File: src/rtl/aes_pkg.sv
`default_nettype none
// ============================================================================
// aes_pkg : AES-128 constants, round-key type and key-schedule state encoding
// Rev 1.0
// ============================================================================
package aes_pkg;

    localparam int NR = 10;

    typedef logic [127:0] round_key_t;

    typedef enum logic [1:0] {
        IDLE   = 2'd0,
        EXPAND = 2'd1,
        READY  = 2'd2
    } ks_state_e;

    localparam logic [7:0] RCON [0:9] = '{
        8'h01, 8'h02, 8'h04, 8'h08, 8'h10,
        8'h20, 8'h40, 8'h80, 8'h1b, 8'h36
    };

    // Round constant for expansion step i (1..NR); other indices are unused.
    function automatic logic [7:0] rcon(input logic [3:0] i);
        logic [7:0] r;
        r = 8'h00;
        if (i >= 4'd1 && i <= 4'd10) begin
            r = RCON[i - 4'd1];
        end
        return r;
    endfunction

endpackage
`default_nettype wire

File: src/rtl/aes_sbox.sv
`default_nettype none
// ============================================================================
// aes_sbox : combinational AES forward S-box (one byte)
// Rev 1.0
// ============================================================================
module aes_sbox (
    input  logic [7:0] in_byte,
    output logic [7:0] out_byte
);

    localparam logic [7:0] SBOX [0:255] = '{
        8'h63, 8'h7c, 8'h77, 8'h7b, 8'hf2, 8'h6b, 8'h6f, 8'hc5, 8'h30, 8'h01, 8'h67, 8'h2b, 8'hfe, 8'hd7, 8'hab, 8'h76,
        8'hca, 8'h82, 8'hc9, 8'h7d, 8'hfa, 8'h59, 8'h47, 8'hf0, 8'had, 8'hd4, 8'ha2, 8'haf, 8'h9c, 8'ha4, 8'h72, 8'hc0,
        8'hb7, 8'hfd, 8'h93, 8'h26, 8'h36, 8'h3f, 8'hf7, 8'hcc, 8'h34, 8'ha5, 8'he5, 8'hf1, 8'h71, 8'hd8, 8'h31, 8'h15,
        8'h04, 8'hc7, 8'h23, 8'hc3, 8'h18, 8'h96, 8'h05, 8'h9a, 8'h07, 8'h12, 8'h80, 8'he2, 8'heb, 8'h27, 8'hb2, 8'h75,
        8'h09, 8'h83, 8'h2c, 8'h1a, 8'h1b, 8'h6e, 8'h5a, 8'ha0, 8'h52, 8'h3b, 8'hd6, 8'hb3, 8'h29, 8'he3, 8'h2f, 8'h84,
        8'h53, 8'hd1, 8'h00, 8'hed, 8'h20, 8'hfc, 8'hb1, 8'h5b, 8'h6a, 8'hcb, 8'hbe, 8'h39, 8'h4a, 8'h4c, 8'h58, 8'hcf,
        8'hd0, 8'hef, 8'haa, 8'hfb, 8'h43, 8'h4d, 8'h33, 8'h85, 8'h45, 8'hf9, 8'h02, 8'h7f, 8'h50, 8'h3c, 8'h9f, 8'ha8,
        8'h51, 8'ha3, 8'h40, 8'h8f, 8'h92, 8'h9d, 8'h38, 8'hf5, 8'hbc, 8'hb6, 8'hda, 8'h21, 8'h10, 8'hff, 8'hf3, 8'hd2,
        8'hcd, 8'h0c, 8'h13, 8'hec, 8'h5f, 8'h97, 8'h44, 8'h17, 8'hc4, 8'ha7, 8'h7e, 8'h3d, 8'h64, 8'h5d, 8'h19, 8'h73,
        8'h60, 8'h81, 8'h4f, 8'hdc, 8'h22, 8'h2a, 8'h90, 8'h88, 8'h46, 8'hee, 8'hb8, 8'h14, 8'hde, 8'h5e, 8'h0b, 8'hdb,
        8'he0, 8'h32, 8'h3a, 8'h0a, 8'h49, 8'h06, 8'h24, 8'h5c, 8'hc2, 8'hd3, 8'hac, 8'h62, 8'h91, 8'h95, 8'he4, 8'h79,
        8'he7, 8'hc8, 8'h37, 8'h6d, 8'h8d, 8'hd5, 8'h4e, 8'ha9, 8'h6c, 8'h56, 8'hf4, 8'hea, 8'h65, 8'h7a, 8'hae, 8'h08,
        8'hba, 8'h78, 8'h25, 8'h2e, 8'h1c, 8'ha6, 8'hb4, 8'hc6, 8'he8, 8'hdd, 8'h74, 8'h1f, 8'h4b, 8'hbd, 8'h8b, 8'h8a,
        8'h70, 8'h3e, 8'hb5, 8'h66, 8'h48, 8'h03, 8'hf6, 8'h0e, 8'h61, 8'h35, 8'h57, 8'hb9, 8'h86, 8'hc1, 8'h1d, 8'h9e,
        8'he1, 8'hf8, 8'h98, 8'h11, 8'h69, 8'hd9, 8'h8e, 8'h94, 8'h9b, 8'h1e, 8'h87, 8'he9, 8'hce, 8'h55, 8'h28, 8'hdf,
        8'h8c, 8'ha1, 8'h89, 8'h0d, 8'hbf, 8'he6, 8'h42, 8'h68, 8'h41, 8'h99, 8'h2d, 8'h0f, 8'hb0, 8'h54, 8'hbb, 8'h16
    };

    assign out_byte = SBOX[in_byte];

endmodule
`default_nettype wire

File: src/rtl/dec_key_schedule.sv
`default_nettype none
// ============================================================================
// dec_key_schedule : AES-128 key expansion with round keys served 10 -> 0
// Optional zeroize input when DEC_KS_ZEROIZE_EN is defined.   Rev 1.0
// ============================================================================
module dec_key_schedule
    import aes_pkg::*;
#(
    parameter int NR  = aes_pkg::NR,
    parameter int RKW = 128
) (
    input  logic           clk,
    input  logic           rst_n,
    input  logic [RKW-1:0] key_in,
    input  logic           key_load,
`ifdef DEC_KS_ZEROIZE_EN
    input  logic           zeroize,
`endif
    output logic           key_ready,
    input  logic           rk_req,
    output logic           rk_valid,
    output logic [RKW-1:0] round_key,
    output logic [3:0]     round_idx,
    output logic           last_key
);

    localparam logic [1:0] S_IDLE   = IDLE;
    localparam logic [1:0] S_EXPAND = EXPAND;
    localparam logic [1:0] S_READY  = READY;
    localparam logic [3:0] TOP_IDX  = 4'(NR);

    logic [1:0]     state;
    logic [3:0]     cnt;
    logic [3:0]     ptr;
    round_key_t     slots [0:NR];
    round_key_t     work;
    round_key_t     next_key;
    logic           clear;
    logic           load_accept;
    logic           expand_step;
    logic           serve_accept;
    logic [31:0]    rot_word;
    logic [31:0]    sub_word;
    logic [31:0]    temp_word;

`ifdef DEC_KS_ZEROIZE_EN
    assign clear = !rst_n || zeroize;
`else
    assign clear = !rst_n;
`endif

    assign key_ready    = (state == S_READY);
    assign load_accept  = !clear && key_load && (state != S_EXPAND);
    assign expand_step  = !clear && (state == S_EXPAND);
    // A load in READY pre-empts a same-cycle request.
    assign serve_accept = !clear && (state == S_READY) && rk_req && !key_load;

    // work always holds the previously generated round key (word 3 in [31:0]).
    assign rot_word = {work[23:0], work[31:24]};

    generate
        for (genvar b = 0; b < 4; b++) begin : g_subword
            aes_sbox u_sbox (
                .in_byte  (rot_word[8*b +: 8]),
                .out_byte (sub_word[8*b +: 8])
            );
        end
    endgenerate

    assign temp_word        = sub_word ^ {rcon(cnt), 24'h000000};
    assign next_key[127:96] = work[127:96] ^ temp_word;
    assign next_key[95:64]  = work[95:64]  ^ next_key[127:96];
    assign next_key[63:32]  = work[63:32]  ^ next_key[95:64];
    assign next_key[31:0]   = work[31:0]   ^ next_key[63:32];

    // Key storage survives reset unless zeroize support is built in.
    always_ff @(posedge clk) begin
`ifdef DEC_KS_ZEROIZE_EN
        if (clear) begin
            for (int k = 0; k <= NR; k++) begin
                slots[k] <= '0;
            end
            work <= '0;
        end else
`endif
        if (load_accept) begin
            slots[0] <= key_in;
            work     <= key_in;
        end else if (expand_step) begin
            slots[cnt] <= next_key;
            work       <= next_key;
        end
    end

    always_ff @(posedge clk) begin
        if (clear) begin
            state     <= S_IDLE;
            cnt       <= 4'd0;
            ptr       <= TOP_IDX;
            rk_valid  <= 1'b0;
            last_key  <= 1'b0;
            round_key <= '0;
            round_idx <= TOP_IDX;
        end else begin
            rk_valid <= serve_accept;
            last_key <= serve_accept && (ptr == 4'd0);
            if (serve_accept) begin
                round_key <= slots[ptr];
                round_idx <= ptr;
                ptr       <= (ptr == 4'd0) ? TOP_IDX : ptr - 4'd1;
            end
            case (state)
                S_IDLE, S_READY: begin
                    if (key_load) begin
                        state <= S_EXPAND;
                        cnt   <= 4'd1;
                        ptr   <= TOP_IDX;
                    end
                end
                S_EXPAND: begin
                    if (cnt == TOP_IDX) begin
                        state <= S_READY;
                        cnt   <= 4'd0;
                    end else begin
                        cnt <= cnt + 4'd1;
                    end
                end
                default: state <= S_IDLE;
            endcase
        end
    end

endmodule
`default_nettype wire

File: config.mk
export PLATFORM = sky130hd
export DESIGN_NAME = dec_key_schedule
export DESIGN_NICKNAME = d
export VERILOG_FILES = /design/src/rtl/aes_pkg.sv /design/src/rtl/aes_sbox.sv /design/src/rtl/dec_key_schedule.sv
export SDC_FILE = /design/constraint.sdc
export NUM_CORES = 2
export LEC_CHECK = 0
export ABC_CLOCK_PERIOD_IN_PS = 20500
export CAP_MARGIN = 20
export CELL_PAD_IN_SITES_DETAIL_PLACEMENT = 0
export CELL_PAD_IN_SITES_GLOBAL_PLACEMENT = 1
export CORE_MARGIN = 5
export CORE_UTILIZATION = 45
export DETAILED_ROUTE_END_ITERATION = 6
export DONT_BUFFER_PORTS = 1
export HOLD_SLACK_MARGIN = 0.12
export PLACE_DENSITY = 0.74
export SLEW_MARGIN = 20
export SYNTH_ARGS = -nofsm -noshare
export SYNTH_HDL_FRONTEND = slang
export SYNTH_SLANG_ARGS = --single-unit
File: constraint.sdc
create_clock -name clk -period 20.5 [get_ports clk]
set_input_delay 4.1 -clock clk [delete_from_list [all_inputs] [get_ports clk]]
set_output_delay 4.1 -clock clk [all_outputs]
set_load 0.05 [all_outputs]
### Word level (Yosys, flattened, before mapping)

Memories as Yosys holds them, arrays and structs flattened. A register that Yosys moved wholly into a read port is not among the register bits.
Index checks and enable logic that the tools add are counted.

* muxes and demuxes: 31
* $add $sub $neg: 3
* equality and inequality tests: 6
* bitwise logic cells: 10
* magnitude comparators: 7
* reduce and logical (&&, ||, !) cells: 18

Operators with widths (count)
* 2-to-1 mux 128 bit: 3
* bitwise XOR 32 bit: 5
* OR reduction 128 bit: 1
* 2-to-1 mux 8 bit: 11
* >= comparator 9 bit, second input constant: 4
* NOT 8 -> 9 bit: 4
* 2-to-1 mux 4 bit: 7
* logical AND 1 bit: 8
* one-hot mux 4 bit (2 select lines): 1
* subtractor 4 x 1 -> 4 bit, second input constant: 2
* 2-to-1 mux 1 bit: 6
* >= comparator 5 bit, second input constant: 1
* NOT 4 -> 5 bit: 1
* adder 4 x 1 -> 4 bit, second input constant: 1
* equality test 4 bit, second input constant: 1
* >= comparator 4 x 1 -> 1 bit, second input constant: 1
* less-or-equal comparator 4 bit, second input constant: 1
* zero test 4 bit: 1
* 2-to-1 mux 2 bit: 2
* != test 2 x 1 -> 1 bit, second input constant: 2
* one-hot mux 2 bit (2 select lines): 1
* AND reduction 2 bit: 2
* nonzero test 2 bit: 2
* equality test 2 x 1 -> 1 bit, second input constant: 1
* 5 further kinds: 6

* output and inout port bits: 135
* logic and storage cells: 88
* memories kept: 6
* memory bits (writable): 1408
* ROM bits: 8320
* register bits after elaboration: 144

Memory list
* (no name shown): words 256, bits a word 8, read ports 1, clocked after memory_dff 0, write ports 0, line aes_sbox.sv:30 `assign out_byte = SBOX[in_byte];`
* (no name shown): words 256, bits a word 8, read ports 1, clocked after memory_dff 0, write ports 0, line aes_sbox.sv:30
* (no name shown): words 256, bits a word 8, read ports 1, clocked after memory_dff 0, write ports 0, line aes_sbox.sv:30
* (no name shown): words 256, bits a word 8, read ports 1, clocked after memory_dff 0, write ports 0, line aes_sbox.sv:30
* slots: words 11, bits a word 128, read ports 1, clocked after memory_dff 1, write ports 1, line dec_key_schedule.sv:35 `round_key_t slots [0:NR];`
* (no name shown): words 16, bits a word 8, read ports 1, clocked after memory_dff 0, write ports 0, line aes_pkg.sv:28 `r = RCON[i - 4'd1];`

### Depth between registers and ports, before layout

* depth after elaboration: 13
* mapped depth: 15
* depth with buffers taken out: 10

### By module

Synthesis repeated with hierarchy kept, for this count alone.

* cell total of the unflattened synthesis: 6200
* area total of the unflattened synthesis: 79143.4 um^2

By module, submodules not included
* dec_key_schedule: instances 1, cells an instance 4103, area each 66183.5 um^2
* aes_sbox (g_subword[2].u_sbox ...): instances 2, cells an instance 507, area each 3179.3 um^2
* aes_sbox (g_subword[0].u_sbox): instances 1, cells an instance 573, area each 3498.4 um^2
* aes_sbox (g_subword[1].u_sbox): instances 1, cells an instance 510, area each 3103.0 um^2

### Worst setup path after synthesis

No wires, ideal clock.

* path kind: input port to flip-flop
* from: input rst_n
* to: memory slots[8][0] in the netlist's numbering (enable)
* path slack: 2713 ps
* setup time: 929 ps
* cell stages on the path: 5
* data arrival time: 16858 ps
* path through: clkbuf_1 -> nand2_1 -> clkbuf_1 -> clkbuf_1 -> nor4_1

* word-level cells in the longest chain between the ends: 6

RTL lines
* from (decl): line dec_key_schedule.sv:13 `input logic rst_n,`
* logical AND 1 bit (on tied branches): line dec_key_schedule.sv:54, dec_key_schedule.sv:53
* 2-to-1 mux 1 bit / logical AND 1 bit (equally long branches): line dec_key_schedule.sv:89, dec_key_schedule.sv:53
* 2-to-1 mux 1 bit: line dec_key_schedule.sv:86 `if (load_accept) begin`
* 2-to-1 mux 1 bit (implied by the code): line dec_key_schedule.sv:90 `slots[cnt] <= next_key;`
* OR reduction 128 bit (no line)
* 2-to-1 mux 4 bit (no line) / 2-to-1 mux 1 bit (equally long branches)
* to (decl): line dec_key_schedule.sv:35

Parallel ways exist; a longest one is shown, timed or not.

### Final worst setup path

* from: input rst_n
* to: memory slots[0][121] in the netlist's numbering (enable)

The elaborated chain is that of the path after synthesis.

==> run metrics <==
Max Transition Viols Final 0; CTS root buf clkbuf_16; die area between 150000 and 200000 um2; DRT Pass-1 Iters 6; Post-Syn Nets approximately 6.4k; critical path launch point type input pin; crit path time final around 7400 ps; sequential power share around 33%; fmax around 140 MHz; Critical R2R Launch work[17]; clock share of power 20.4%; register bit count reported by yosys between 1.5k and 2k; Worst-Skew Late Latency between 700 and 800 ps; R2R Path End slots[6][24]; largest net degree at the start of global routing between 150 and 200; Core ar. 182900 um2; Max-slew headroom 13.05%; min-delay src state[0]; clk slew on worst S/H paths 60 ps; Cell variety after synth 95; htree depth 4; total net switching power between 5000 and 6000 uW; worst hold path endpoint cnt[2]; cts bufs inserted 151; Worst Path Required roughly 21000 ps; Starting Density roughly 45%; GPL Wtd Cong 0.9385; MaxCap Viol Count 0; EDFF count, synth around 1.5k; CTS resizes 0; global-route wire length before repair 377.4 mm; Post-CTS Setup Bufs 0; Synth async-reset ratio 0%; Ports between 200 and 300; port bufs 0; Worst Hold Depth 2; Reg2Reg Depth 12; Comb pwr share a little under half; area of the multi-input gates roughly 31000 um2; Leak Pwr around 0.028 uW; internal power 8045 uW; DR vias 55.19k; sw frac between 40% and 50%; r2r setup slk approximately 14000 ps; detailed-route wire length per cell 30.33 um; RSZ-0062 raised after global routing false; Seq. cell area 49020 um2; Site Rows 157; post-synthesis cell count roughly 6.2k; total negative slack 0 ps; status complete, no violations; Worst Max-Slew Pin Slew roughly 1300 ps; CTS Hold Buffers Added 0; Post-DRT Antenna Nets 0; Final Skew around 31 ps; endpoint class of the critical path register; synthesized cell area between 80000 and 90000 um2; Die Ht 438.5 um; ys flop type edfxtp_1; Setup Viol. Count Final 0; Pwr Density 151.9 nW/um2; Remaining DRCs 0; share of layout cells above drive strength 1 approximately 15%; initial DRC count about 7.0k; Tcrit/Tclk final 35.90%; synthesis-to-finish area growth 8.795%; CTS tree done; Hold Path Class reg2reg; die width roughly 440 um; Seq/Total Area, Yosys between 50% and 60%; total grt overflow 0; end-of-flow core utilization 49.16%; crit-path max FO 149; Max IR drop VDD ~0.088 mV; vias in the first global route 52.03k; CP Class in2reg; Critical Path AT roughly 7700 ps; Nets approximately 6.2k; CTS max path bufs 3; fill cell count roughly 15k; final hold viol count 0; All-Layer GR Usage a little over a quarter; Ys Warns 0; Mapped Avg Cell Area around 13 um2; # clock sinks roughly 1.7k; antenna violations before repair 36; final WL around 260 mm; Vias per Instance about 6.4; post-DP HPWL between 150 and 200 mm
## how the worst max path moves through the flow
stage,from,endpoint,cells past startpoint
2_1_floorplan,rst_n,slots[8][0],5
3_3_place_gp,rst_n,slots[0][45],6
3_5_place_dp,rst_n,slots[0][45],6
4_1_cts,rst_n,slots[0][73],6
5_1_grt,rst_n,slots[0][39],6
6_report,rst_n,slots[0][121],6
## placed cells by master, fill, tap and decap left out, types with 140 or more instances in the layout
cell       instances
a21oi_1          395
edfxtp_1        1536
dfxtp_1          140
mux4_2           336
o21ai_0          212
nor2b_1          286
nand2_1          475
clkbuf_16        157
a211oi_1         225
buf_4            156
nor2_1           293
## flip-flops by register name (all words and copies together) (netlist names)
register   count
ptr            4
rk_valid       1
round_idx      4
round_key    128
slots       1408
work         128
last_key       1
state          2
cnt            4
## Yosys cell counts, types with 53 or more instances
master / number / area share [%]
buf_2: 130 / 0.79
a31oi_1: 53 / 0.40
edfxtp_1: 1536 / 56
mux2_2: 78 / 1.1
nor2_1: 300 / 1.4
ha_1: 62 / 0.94
nor2b_1: 286 / 2.2
mux2i_1: 132 / 1.6
buf_1: 63 / 0.29
nor3_1: 89 / 0.54
o21ai_0: 284 / 1.7
dfxtp_1: 144 / 3.5
xnor2_1: 111 / 1.2
nand2_1: 476 / 2.2
nand2b_1: 111 / 0.84
nand3_1: 120 / 0.73
mux4_2: 336 / 9.2
a211oi_1: 225 / 2.0
a21oi_1: 395 / 2.4
clkbuf_1: 335 / 1.5
## cell families after synthesis
family	Yosys count	synth area share [%]
simple gates	1664	10.19
flops	1680	59.30
fa+ha+maj	62	0.9387
mux	546	11.82
compound gates	1480	11.91
xor+xnor	199	2.743
buf+inv	610	3.095
## routing by layer
metal	up-vias	global-route usage (%)	share of wire [%]
li1	23880	-	-
met1	27840	36.09	40
met2	2965	43.05	47
met3	501	4.399	8.2
met4	2	11.03	4.7
met5	-	0	0.0049
## power groups by stage
stage	logic (uW)	clock network, uW	registers, uW
final	6430	2780	4450
after global routing	6750	2960	4460
after CTS	6250	2810	4450
after detailed placement	6220	0	4520
after global placement	6190	0	4520
after floorplan	4170	0	4490
## stage by stage
step                std cells  worst slack, ps  cell area (um2)  hold slack, ps  power, uW
global route             8641            13010            89860           628.3      14180
floorplan                6241             2713            82640           532.6       8668
CTS                      8590            13190            89690           596.3      13510
finish                   8661            13140            89910           598.6      13660
detailed placement       8315            12360            84880           587.8      10740
global placement         8305            12400            84790           567.4      10710
## area by class of cell
class                   count  area share [%]
flip-flops and latches   1680           54.52
multi-input cells        3951           34.80
clock buffers             194           4.569
well taps                2464           3.429
repair buffers            165           1.470
clock inverters            81          0.7765
inverters                  57          0.2394
diodes                     69          0.1920
## critical path, stage by stage
cell	delay, ps
nand2_4	370
or3_1	670
o31ai_4	310
buf_4	720
buf_4	770
buf_4	670
Note: power is estimated with default switching activity, not from simulation.
